$ cat src/rtl/vram_access_scheduler.sv
// Arbitrates the SDRAM memory_controller between VDP slots, periodic refresh and an ext requester.
// Optional saturating statistics outputs are enabled by defining VRAM_SCHED_STATS_EN.
module vram_access_scheduler #(
    parameter int ADDR_W        = 22,
    parameter int REFRESH_IVL   = 400,
    parameter int EXT_ADDR_BASE = 0
) (
    input  logic              clk_w,
    input  logic              reset_n_w,
    input  logic              vdp_dlclk,
    input  logic              vdp_dhclk,
    input  logic              vdp_we_n,
    input  logic [16:0]       vdp_addr,
    input  logic [7:0]        vdp_wdata,
    output logic [15:0]       vdp_rdata,
    input  logic              ext_req,
    input  logic              ext_wr,
    input  logic [ADDR_W-1:0] ext_addr,
    input  logic [15:0]       ext_wdata,
    input  logic [1:0]        ext_wmask,
    output logic              ext_ack,
    output logic [15:0]       ext_rdata,
    output logic              mc_read,
    output logic              mc_write,
    output logic              mc_refresh,
    output logic [ADDR_W-1:0] mc_addr,
    output logic [15:0]       mc_din,
    output logic [1:0]        mc_wdm,
    input  logic              mc_busy,
`ifdef VRAM_SCHED_STATS_EN
    output logic [15:0]       stat_vdp_miss,
    output logic [15:0]       stat_ref_overrun,
    output logic [15:0]       stat_ext_grants,
`endif
    input  logic [15:0]       mc_dout
);

    typedef enum logic [1:0] {ST_IDLE, ST_ISSUE, ST_LAT, ST_WAIT} state_t;
    typedef enum logic [1:0] {SRC_VDP, SRC_REF, SRC_EXT} src_t;

    localparam int CNT_W = $clog2(REFRESH_IVL);
    localparam logic [CNT_W-1:0] REF_LAST = CNT_W'(REFRESH_IVL - 1);

    state_t state, state_nxt;
    src_t   cmd_src;
    logic   cmd_wr;
    logic [ADDR_W-1:0] cmd_addr;
    logic [15:0] cmd_din;
    logic [1:0]  cmd_wdm;

    logic        slot_q, low_q, vdp_pend, ref_pend;
    logic        vdp_we_n_q;
    logic [16:0] vdp_addr_q;
    logic [7:0]  vdp_wdata_q;
    logic [CNT_W-1:0] ref_cnt;

    logic slot, low, slot_rise, low_rise, idle, ref_wrap;
    logic grant_vdp, grant_ref, grant_ext, fire, done;

    assign slot      = vdp_dlclk & vdp_dhclk;
    assign low       = ~vdp_dlclk & ~vdp_dhclk;
    assign slot_rise = slot & ~slot_q;
    assign low_rise  = low & ~low_q;
    assign idle      = (state == ST_IDLE);
    assign ref_wrap  = (ref_cnt == REF_LAST);

    // ext never starts inside a VDP slot; the ack cycle is excluded so a request
    // still held while its own ack is visible is not granted a second time.
    assign grant_vdp = idle & vdp_pend;
    assign grant_ref = idle & ~vdp_pend & ref_pend;
    assign grant_ext = idle & ~vdp_pend & ~ref_pend & ext_req & ~slot & ~ext_ack;

    // NOTE: every variable gets a default before the case so no latch is inferred.
    always_comb begin
        state_nxt = state;
        fire      = 1'b0;
        done      = 1'b0;
        unique case (state)
            ST_IDLE:  if (grant_vdp | grant_ref | grant_ext) state_nxt = ST_ISSUE;
            ST_ISSUE: if (!mc_busy) begin
                fire      = 1'b1;
                state_nxt = ST_LAT;
            end
            ST_LAT:   state_nxt = ST_WAIT;
            ST_WAIT:  if (!mc_busy) begin
                done      = 1'b1;
                state_nxt = ST_IDLE;
            end
            default:  state_nxt = ST_IDLE;
        endcase
    end

    assign mc_read    = fire & (cmd_src != SRC_REF) & ~cmd_wr;
    assign mc_write   = fire & (cmd_src != SRC_REF) & cmd_wr;
    assign mc_refresh = fire & (cmd_src == SRC_REF);
    assign mc_addr    = cmd_addr;
    assign mc_din     = cmd_din;
    assign mc_wdm     = cmd_wdm;

    // NOTE: sequential state uses non-blocking assignments so all registers see pre-edge values.
    always_ff @(posedge clk_w or negedge reset_n_w) begin
        if (!reset_n_w) begin
            state       <= ST_IDLE;
            slot_q      <= 1'b0;
            low_q       <= 1'b0;
            vdp_pend    <= 1'b0;
            ref_pend    <= 1'b0;
            ref_cnt     <= '0;
            vdp_we_n_q  <= 1'b1;
            vdp_addr_q  <= '0;
            vdp_wdata_q <= '0;
            cmd_src     <= SRC_VDP;
            cmd_wr      <= 1'b0;
            cmd_addr    <= '0;
            cmd_din     <= '0;
            cmd_wdm     <= '0;
            vdp_rdata   <= '0;
            ext_rdata   <= '0;
            ext_ack     <= 1'b0;
        end else begin
            state    <= state_nxt;
            slot_q   <= slot;
            low_q    <= low;
            ref_cnt  <= ref_wrap ? '0 : ref_cnt + 1'b1;
            vdp_pend <= slot_rise | (vdp_pend & ~grant_vdp);
            ref_pend <= ref_wrap | (low_rise & idle) | (ref_pend & ~grant_ref);
            ext_ack  <= done & (cmd_src == SRC_EXT);

            // A new slot overwrites an unserved one; a same-cycle grant already took the old copy.
            if (slot_rise) begin
                vdp_we_n_q  <= vdp_we_n;
                vdp_addr_q  <= vdp_addr;
                vdp_wdata_q <= vdp_wdata;
            end

            if (grant_vdp) begin
                cmd_src  <= SRC_VDP;
                cmd_wr   <= ~vdp_we_n_q;
                cmd_addr <= {{(ADDR_W-16){1'b0}}, vdp_addr_q[15:0]};
                cmd_din  <= {vdp_wdata_q, vdp_wdata_q};
                cmd_wdm  <= {~vdp_addr_q[16], vdp_addr_q[16]};
            end else if (grant_ref) begin
                cmd_src  <= SRC_REF;
                cmd_wr   <= 1'b0;
                cmd_addr <= '0;
                cmd_din  <= '0;
                cmd_wdm  <= '0;
            end else if (grant_ext) begin
                cmd_src  <= SRC_EXT;
                cmd_wr   <= ext_wr;
                cmd_addr <= ext_addr + ADDR_W'(EXT_ADDR_BASE);
                cmd_din  <= ext_wdata;
                cmd_wdm  <= ext_wmask;
            end

            if (done && !cmd_wr && cmd_src == SRC_VDP) vdp_rdata <= mc_dout;
            if (done && !cmd_wr && cmd_src == SRC_EXT) ext_rdata <= mc_dout;
        end
    end

`ifdef VRAM_SCHED_STATS_EN
    logic ev_vdp_miss, ev_ref_overrun;

    assign ev_vdp_miss    = slot_rise & vdp_pend & ~grant_vdp;
    assign ev_ref_overrun = ref_wrap & ref_pend & ~grant_ref;

    always_ff @(posedge clk_w or negedge reset_n_w) begin
        if (!reset_n_w) begin
            stat_vdp_miss    <= '0;
            stat_ref_overrun <= '0;
            stat_ext_grants  <= '0;
        end else begin
            if (ev_vdp_miss && stat_vdp_miss != 16'hFFFF) stat_vdp_miss <= stat_vdp_miss + 1'b1;
            if (ev_ref_overrun && stat_ref_overrun != 16'hFFFF) stat_ref_overrun <= stat_ref_overrun + 1'b1;
            if (grant_ext && stat_ext_grants != 16'hFFFF) stat_ext_grants <= stat_ext_grants + 1'b1;
        end
    end
`endif

endmodule
$ cat config.mk
export PLATFORM = sky130hd
export DESIGN_NAME = vram_access_scheduler
export DESIGN_NICKNAME = d
export VERILOG_FILES = /design/src/rtl/vram_access_scheduler.sv
export SDC_FILE = /design/constraint.sdc
export NUM_CORES = 1
export LEC_CHECK = 0
export CAP_MARGIN = 0
export CORE_ASPECT_RATIO = 1.1
export CORE_UTILIZATION = 60
export DETAILED_ROUTE_END_ITERATION = 8
export DONT_BUFFER_PORTS = 1
export PLACE_DENSITY = 0.84
export SKIP_LAST_GASP = 1
export SLEW_MARGIN = 25
export SYNTH_ARGS = -nofsm -noshare
export SYNTH_HDL_FRONTEND = slang
export SYNTH_SLANG_ARGS = --single-unit
$ cat constraint.sdc
create_clock -name clk_w -period 2.3 [get_ports clk_w]
set_clock_uncertainty 0.2 [all_clocks]
set_input_delay 0.23 -clock clk_w [delete_from_list [all_inputs] [get_ports clk_w]]
set_output_delay 0.23 -clock clk_w [all_outputs]
set_load 0.03 [all_outputs]
==> flow_metrics.py, run 1 <==
metrics = {
    "drt": {
        "drtAntennaViolNets": 0,
        "drt_iter0_drc": 188,
        "via_per_inst": 6.27,
        "wl_mm": 13.4,
        "vias": 3447,
        "wl_per_cell_um": 24.4,
        "drc_errors": 0,
        "drtPass1Iterations": 5,
    },
    "clock_network": {
        "cts_tree": "done",
        "clkTransAtPathRegs_ns": 0.06,
        "cts_buffer_depth": 2,
        "cts_made_buffers": 17,
        "postCtsSetupBuffers": 0,
        "clk_latency_ns": 0.50,
        "root_buffer": "clkbuf_8",
        "ctsHoldBuffers": 88,
        "clock-sinks": 117,
        "h-tree-depth": 4,
        "ctsResizeCount": 0,
    },
    "pwr": {
        "p_total_mw": 9.26,
        "power_leakage_nw": 3.00,
        "ir_worst_vdd_v": 0.000765,
        "power.density_nw_per_um2": 1440,
    },
    "outcome": {
        "status": "finished, violations left",
        "violations": "negative hold slack",
    },
    "critical_path": {
        "critPathRequiredTime_ns": 1.87,
        "reg2reg_slack_ns": 0.15,
        "critPathLaunchType": "flip-flop",
        "worstSetupPathType": "flip-flop to primary output",
        "rr_worst_depth": 5,
        "rr_startpoint": "state[0]$_DFFE_PN0P_",
        "crit_arrival_ns": 1.78,
        "critPathCaptureType": "primary output",
        "path_max_fanout": 4,
        "r2r-end": "mc_wdm[0]$_DFFE_PN0P_",
    },
    "sta": {
        "rsz0062_at_grt": "false",
        "slew_headroom_pct": 61.5,
        "period_share_pct": 96.2,
        "tightestPinTransition_ns": 0.573,
        "hold_viol": 117,
        "timing.setup.tns_ns": 0,
        "fmax_mhz": 452,
        "finalCriticalPeriod_ns": 2.21,
        "final-setup-viol-count": 0,
        "hold_ws_ns": -0.786,
        "drv_slew": 0,
    },
    "layout": {
        "regArea_um2": 2930,
        "final_common_cell": "dfrtp_1",
        "drive_gt1_share_pct": 25.6,
        "num_antenna_cells": 0,
        "syn2layout_area_growth_pct": 31.4,
        "final_cell_mix": "116 x dfrtp_1, 88 x dlygate4sd3_1, 50 x mux2_2, 34 x a221o_1, 30 x and3_1",
        "multi_input_area_um2": 1760,
        "nNetsFinal": 524,
        "fill_cells": 436,
    },
    "logic_synthesis": {
        "synthSimpleGateAreaFrac_pct": 8.48,
        "yosys.area.top_type": "dfrtp_1",
        "ys.flop_type": "dfrtp_1",
        "syn-cell-area_um2": 4880,
        "synth_cells": 332,
        "synth_fa_ha_area_share_pct": 1.54,
        "yosysWarnings": 0,
        "syn-num-nets": 427,
        "ys_seq_area_share_pct": 60.0,
        "avgSynthCellArea_um2": 14.7,
        "synth_top_area_share_pct": 59.5,
        "synth_edf_count": 0,
        "synth_top_family_by_area": "multiplexers",
        "async_reset_ff_share_pct": 100,
        "synth_mux_area_share_pct": 14.8,
        "synth_xor_xnor_area_share_pct": 1.08,
        "synth-compound-area-share_pct": 10.1,
        "yosysUniqueCellTypes": 41,
        "synth_area_leaders": "dfrtp_1 59%, mux2_2 12%, a221o_1 7.0%",
        "synth_seq_cells": 117,
    },
    "floorplanning": {
        "start_util_pct": 61.7,
        "ioPinCount": 165,
        "die_w_um": 88.0,
        "design.die.area_um2": 8500,
        "core_um2": 7910,
        "die_h_um": 96.6,
        "core.rowCount": 34,
    },
    "flow_run": {
        "max_cap_violations": 0,
    },
    "place": {
        "io_buffers": 0,
        "hpwl_mm": 6.69,
        "gp_congestion": 0.723,
    },
    "global_routing": {
        "grt_antenna_before_repair": 0,
        "grt_pass1_wl_mm": 20.2,
        "grtUsageTotal_pct": 32.6,
        "overflow": 0,
        "grt_max_degree": 118,
        "grt_pass1_vias": 3716,
    },
    "min_path": {
        "hold_path.class": "primary input to asynchronous set/reset pin",
    },
}
## cell type report
cell class,count,share of cell area (%)
inverters,5,0.293
flip-flops and latches,117,45.7
clock buffers,20,7.10
repair buffers,101,15.4
well taps,108,2.11
clock inverters,12,2.01
multi-input cells,187,27.4
## per-layer routing
metal / global-route usage [%] / vias up / wire length (um)
li1: - / 1439 / -
met1: 36.3 / 1765 / 4650
met4: 18.0 / 0 / 605
met5: 0 / - / 0
met2: 56.2 / 198 / 7240
met3: 7.68 / 45 / 919
## synthesized netlist by cell type (3+ instances only)
library cell and number:
nand2b_1 3, mux2_2 50, xnor2_1 5, inv_1 5, nand3_1 3, nor2_1 9
ha_1 6, a22o_1 6, o21ai_0 5, mux2_4 10, nand2_1 4, buf_2 3
a221o_1 34, dfrtp_1 116, clkbuf_1 7, buf_6 11, and3_1 30
## logic make-up (layout without fill, tap and decap cells)
logic type | count (synthesis) | in the layout
AOI/OAI and AO/OA | 53 | 53
xor gates and xnor gates | 6 | 6
adders and majority gates | 6 | 6
buffers and inverters | 28 | 138
DFF | 117 | 117
muxes | 61 | 61
and+or+nand+nor | 61 | 61
## power breakdown
part	leakage [nW]	switching [mW]	internal, mW
combinational	1.26	0.942	1.12
clock	0.283	0.945	1.62
sequential	1.46	1.84	2.79
total	3.00	3.73	5.53
## critical path, stage by stage (launching register included)
cell and delay, ns:
dfrtp_1 0.43, inv_1 0.15, ha_1 0.22, nor4bb_1 0.26, buf_4 0.23
## through the flow
stage	util [%]	setup WS, ns	cells	cell area, um^2
finish	81.1	0.0876	550	6410
global route	81.1	0.0399	550	6410
CTS	81.1	0.119	550	6410
detailed placement	62.6	0.255	430	4950
global placement	62.6	0.400	430	4950
floorplan	-	0.282	332	4880
## registers in the layout, summed over array words and instances, names as in the netlist
signal / flops
cmd_src: 2
cmd_wr: 1
ext_ack: 1
ext_rdata: 16
low_q: 1
mc_addr: 22
mc_din: 16
mc_wdm: 2
ref_cnt: 9
ref_pend: 1
slot_q: 1
state: 2
vdp_addr_q: 17
vdp_pend: 1
vdp_rdata: 16
vdp_wdata_q: 8
vdp_we_n_q: 1
## how the worst max path moves through the flow
| stage | startpoint | to | slack [ns] | cells after the start |
|---|---|---|---|---|
| 2_1_floorplan | state[1]$_DFFE_PN0P_ | mc_read | 0.28 | 3 |
| 3_3_place_gp | state[0]$_DFFE_PN0P_ | ref_pend$_DFF_PN0_ | 0.40 | 5 |
| 3_5_place_dp | state[0]$_DFFE_PN0P_ | state[1]$_DFFE_PN0P_ | 0.25 | 5 |
| 4_1_cts | state[1]$_DFFE_PN0P_ | mc_read | 0.12 | 4 |
| 5_1_grt | state[1]$_DFFE_PN0P_ | mc_read | 0.04 | 4 |
| 6_report | state[1]$_DFFE_PN0P_ | mc_read | 0.09 | 4 |
Power figures use the tool's default switching activity.
==> run 2: changes to the inputs <==
--- a/config.mk
+++ b/config.mk
@@ -8,6 +8,7 @@
 export CAP_MARGIN = 0
 export CORE_ASPECT_RATIO = 1.1
 export CORE_UTILIZATION = 60
+export CTS_CLUSTER_SIZE = 25
 export DETAILED_ROUTE_END_ITERATION = 8
 export DONT_BUFFER_PORTS = 1
 export PLACE_DENSITY = 0.84
==> results of run 2 <==
No change in the layout: final DEF, timing and power equal those of run 1.
==> run 3: changes to the inputs <==
--- a/config.mk
+++ b/config.mk
@@ -7,11 +7,11 @@
 export LEC_CHECK = 0
 export CAP_MARGIN = 0
 export CORE_ASPECT_RATIO = 1.1
-export CORE_UTILIZATION = 60
+export CORE_UTILIZATION = 57
 export CTS_CLUSTER_SIZE = 25
 export DETAILED_ROUTE_END_ITERATION = 8
 export DONT_BUFFER_PORTS = 1
-export PLACE_DENSITY = 0.84
+export PLACE_DENSITY = 0.83
 export SKIP_LAST_GASP = 1
 export SLEW_MARGIN = 25
 export SYNTH_ARGS = -nofsm -noshare
==> constraint.sdc (replaced) <==
create_clock -name clk_w -period 1.9 [get_ports clk_w]
set_clock_uncertainty 0.2 [all_clocks]
set_input_delay 0.19 -clock clk_w [delete_from_list [all_inputs] [get_ports clk_w]]
set_output_delay 0.19 -clock clk_w [all_outputs]
set_load 0.03 [all_outputs]
==> run 3 against run 2 <==
The run ends with negative hold slack, negative setup slack left. Global-route usage fell by 5.1 points. Combinational power rose by 28%. Worst setup slack got worse by 0.11 ns. Flip-flop and latch count did not move. Total power rose by 23%.
==> flow_metrics.py, run 3 (synthesis gave the netlist of run 1 again) <==
metrics = {
    "pwr": {
        "ir_worst_vdd_v": 0.000920,
        "swShare_pct": 38.7,
        "p_total_mw": 11.4,
        "p_comb_share_pct": 23.1,
        "seqPwrFrac_pct": 48.5,
        "power_leakage_nw": 3.10,
        "switching_power_mw": 4.42,
        "clkPwrFrac_pct": 28.4,
        "power.density_nw_per_um2": 1720,
        "power.internal_mw": 7.00,
    },
    "floorplanning": {
        "die_h_um": 99.1,
        "ioPinCount": 165,
        "core_um2": 8360,
        "design.die.area_um2": 8940,
        "core.rowCount": 35,
        "die_w_um": 90.2,
        "start_util_pct": 58.4,
    },
    "layout": {
        "largest_reg_flops": 22,
        "final_cell_mix": "115 x dfrtp_1, 88 x dlygate4sd3_1, 50 x mux2_2, 34 x a221o_1, 30 x and3_1",
        "num_antenna_cells": 0,
        "drive_gt1_share_pct": 29.1,
        "final_area_um2": 6650,
        "multi_input_area_um2": 1800,
        "regArea_um2": 2930,
        "post-route-util_pct": 79.5,
        "syn2layout_area_growth_pct": 36.2,
        "fill_cells": 447,
        "nNetsFinal": 535,
        "final_common_cell": "dfrtp_1",
    },
    "critical_path": {
        "reg2reg_slack_ns": 0.04,
        "critPathLaunchType": "flip-flop",
        "worstSetupPathType": "flip-flop to primary output",
        "critPathCaptureType": "primary output",
        "crit_arrival_ns": 1.54,
        "critPathRequiredTime_ns": 1.51,
        "path_max_fanout": 3,
    },
    "sta": {
        "rsz0062_at_grt": "true",
        "tightestPinTransition_ns": 0.531,
        "fmax_mhz": 519,
        "worst_slack_ns": -0.0255,
        "period_share_pct": 101,
        "timing.setup.tns_ns": -0.0255,
        "hold_viol": 117,
        "slew_headroom_pct": 64.3,
        "finalCriticalPeriod_ns": 1.93,
        "drv_slew": 0,
        "final-setup-viol-count": 1,
        "hold_ws_ns": -0.822,
    },
    "clock_network": {
        "root_buffer": "clkbuf_8",
        "cts_buffer_depth": 2,
        "cts_made_buffers": 17,
        "clock-sinks": 117,
        "h-tree-depth": 4,
        "cts_tree": "done",
        "clk_latency_ns": 0.50,
        "ctsHoldBuffers": 88,
        "clkTransAtPathRegs_ns": 0.06,
    },
    "drt": {
        "drtAntennaViolNets": 0,
        "via_per_inst": 5.96,
        "vias": 3361,
        "wl_per_cell_um": 21.3,
        "wl_mm": 12.0,
        "drc_errors": 0,
        "drt_iter0_drc": 158,
        "drtPass1Iterations": 4,
    },
    "outcome": {
        "status": "finished, violations left",
        "violations": "negative hold slack, negative setup slack",
    },
    "global_routing": {
        "grt_antenna_before_repair": 0,
        "grt_pass1_wl_mm": 18.8,
        "grtUsageTotal_pct": 27.5,
        "grt_max_degree": 118,
        "overflow": 0,
        "grt_pass1_vias": 3674,
    },
    "place": {
        "hpwl_mm": 6.47,
        "io_buffers": 0,
        "gp_congestion": 0.765,
        "placed_area_um2": 5030,
    },
    "min_path": {
        "hold_path.class": "primary input to asynchronous set/reset pin",
    },
    "flow_run": {
        "max_cap_violations": 0,
    },
}
run 3: repair_timing:
action / in CTS / in global routing
setup buffers: 3 / 2
gates resized for setup: 5 / 6
hold endpoints to repair: 223 / 117
pin swaps: 0 / 1
cloned: 0 / 2
setup endpoints to repair: 8 / 73
run 3: power by group through the flow:
stage          logic [mW]  registers [mW]  clock network (mW)
5_1_grt              2.83            5.63                3.40
6_report             2.63            5.54                3.24
3_3_place_gp         2.06            5.50                   0
3_5_place_dp         2.19            5.54                   0
2_1_floorplan        1.84            5.33                   0
4_1_cts              2.44            5.49                3.28
run 3: worst paths after layout:
| kind | start | end | depth (start not counted) |
|---|---|---|---|
| min in group clk_w | vdp_dlclk | low_q$_DFF_PN0_ | 2 |
| setup / recovery | cmd_src[0]$_DFFE_PN0P_ | mc_read | 3 |
| max in group asynchronous | reset_n_w | vdp_we_n_q$_DFFE_PN1P_ | 0 |
| setup reg to reg | state[0]$_DFFE_PN0P_ | mc_wdm[1]$_DFFE_PN0P_ | 7 |
| hold / removal | reset_n_w | mc_din[5]$_DFFE_PN0P_ | 0 |
| hold reg to reg | ref_cnt[0]$_DFF_PN0_ | ref_cnt[0]$_DFF_PN0_ | 1 |
run 3: layout make-up:
| cell class | instances | share of cell area (%) |
|---|---|---|
| multi-input cells | 187 | 27.1 |
| flip-flops and latches | 117 | 44.1 |
| repair buffers | 112 | 17.3 |
| inverters | 5 | 0.282 |
| well taps | 111 | 2.09 |
| clock inverters | 13 | 2.60 |
| clock buffers | 19 | 6.64 |
run 3: layer usage:
metal / vias to the layer above / GRT usage [%] / share of wire [%] / wire length [um]
met5: - / 0 / 0 / 0
met4: 0 / 13.5 / 2.9 / 352
met3: 35 / 9.26 / 6.1 / 734
met2: 157 / 48.4 / 54 / 6480
met1: 1707 / 29.8 / 37 / 4440
li1: 1462 / - / - / -
run 3: worst max-delay path, cell delays in order, from the launching register on:
cell,delay [ns]
dfrtp_1,0.38
or2b_1,0.18
nor4bb_2,0.27
buf_4,0.20
run 3: stage by stage:
| step | instances | worst slack (ns) |
|---|---|---|
| 2_1_floorplan | 332 | 0.0935 |
| 3_3_place_gp | 437 | 0.0924 |
| 3_5_place_dp | 437 | 0.0199 |
| 4_1_cts | 560 | -0.0538 |
| 5_1_grt | 564 | -0.102 |
| 6_report | 564 | -0.0255 |
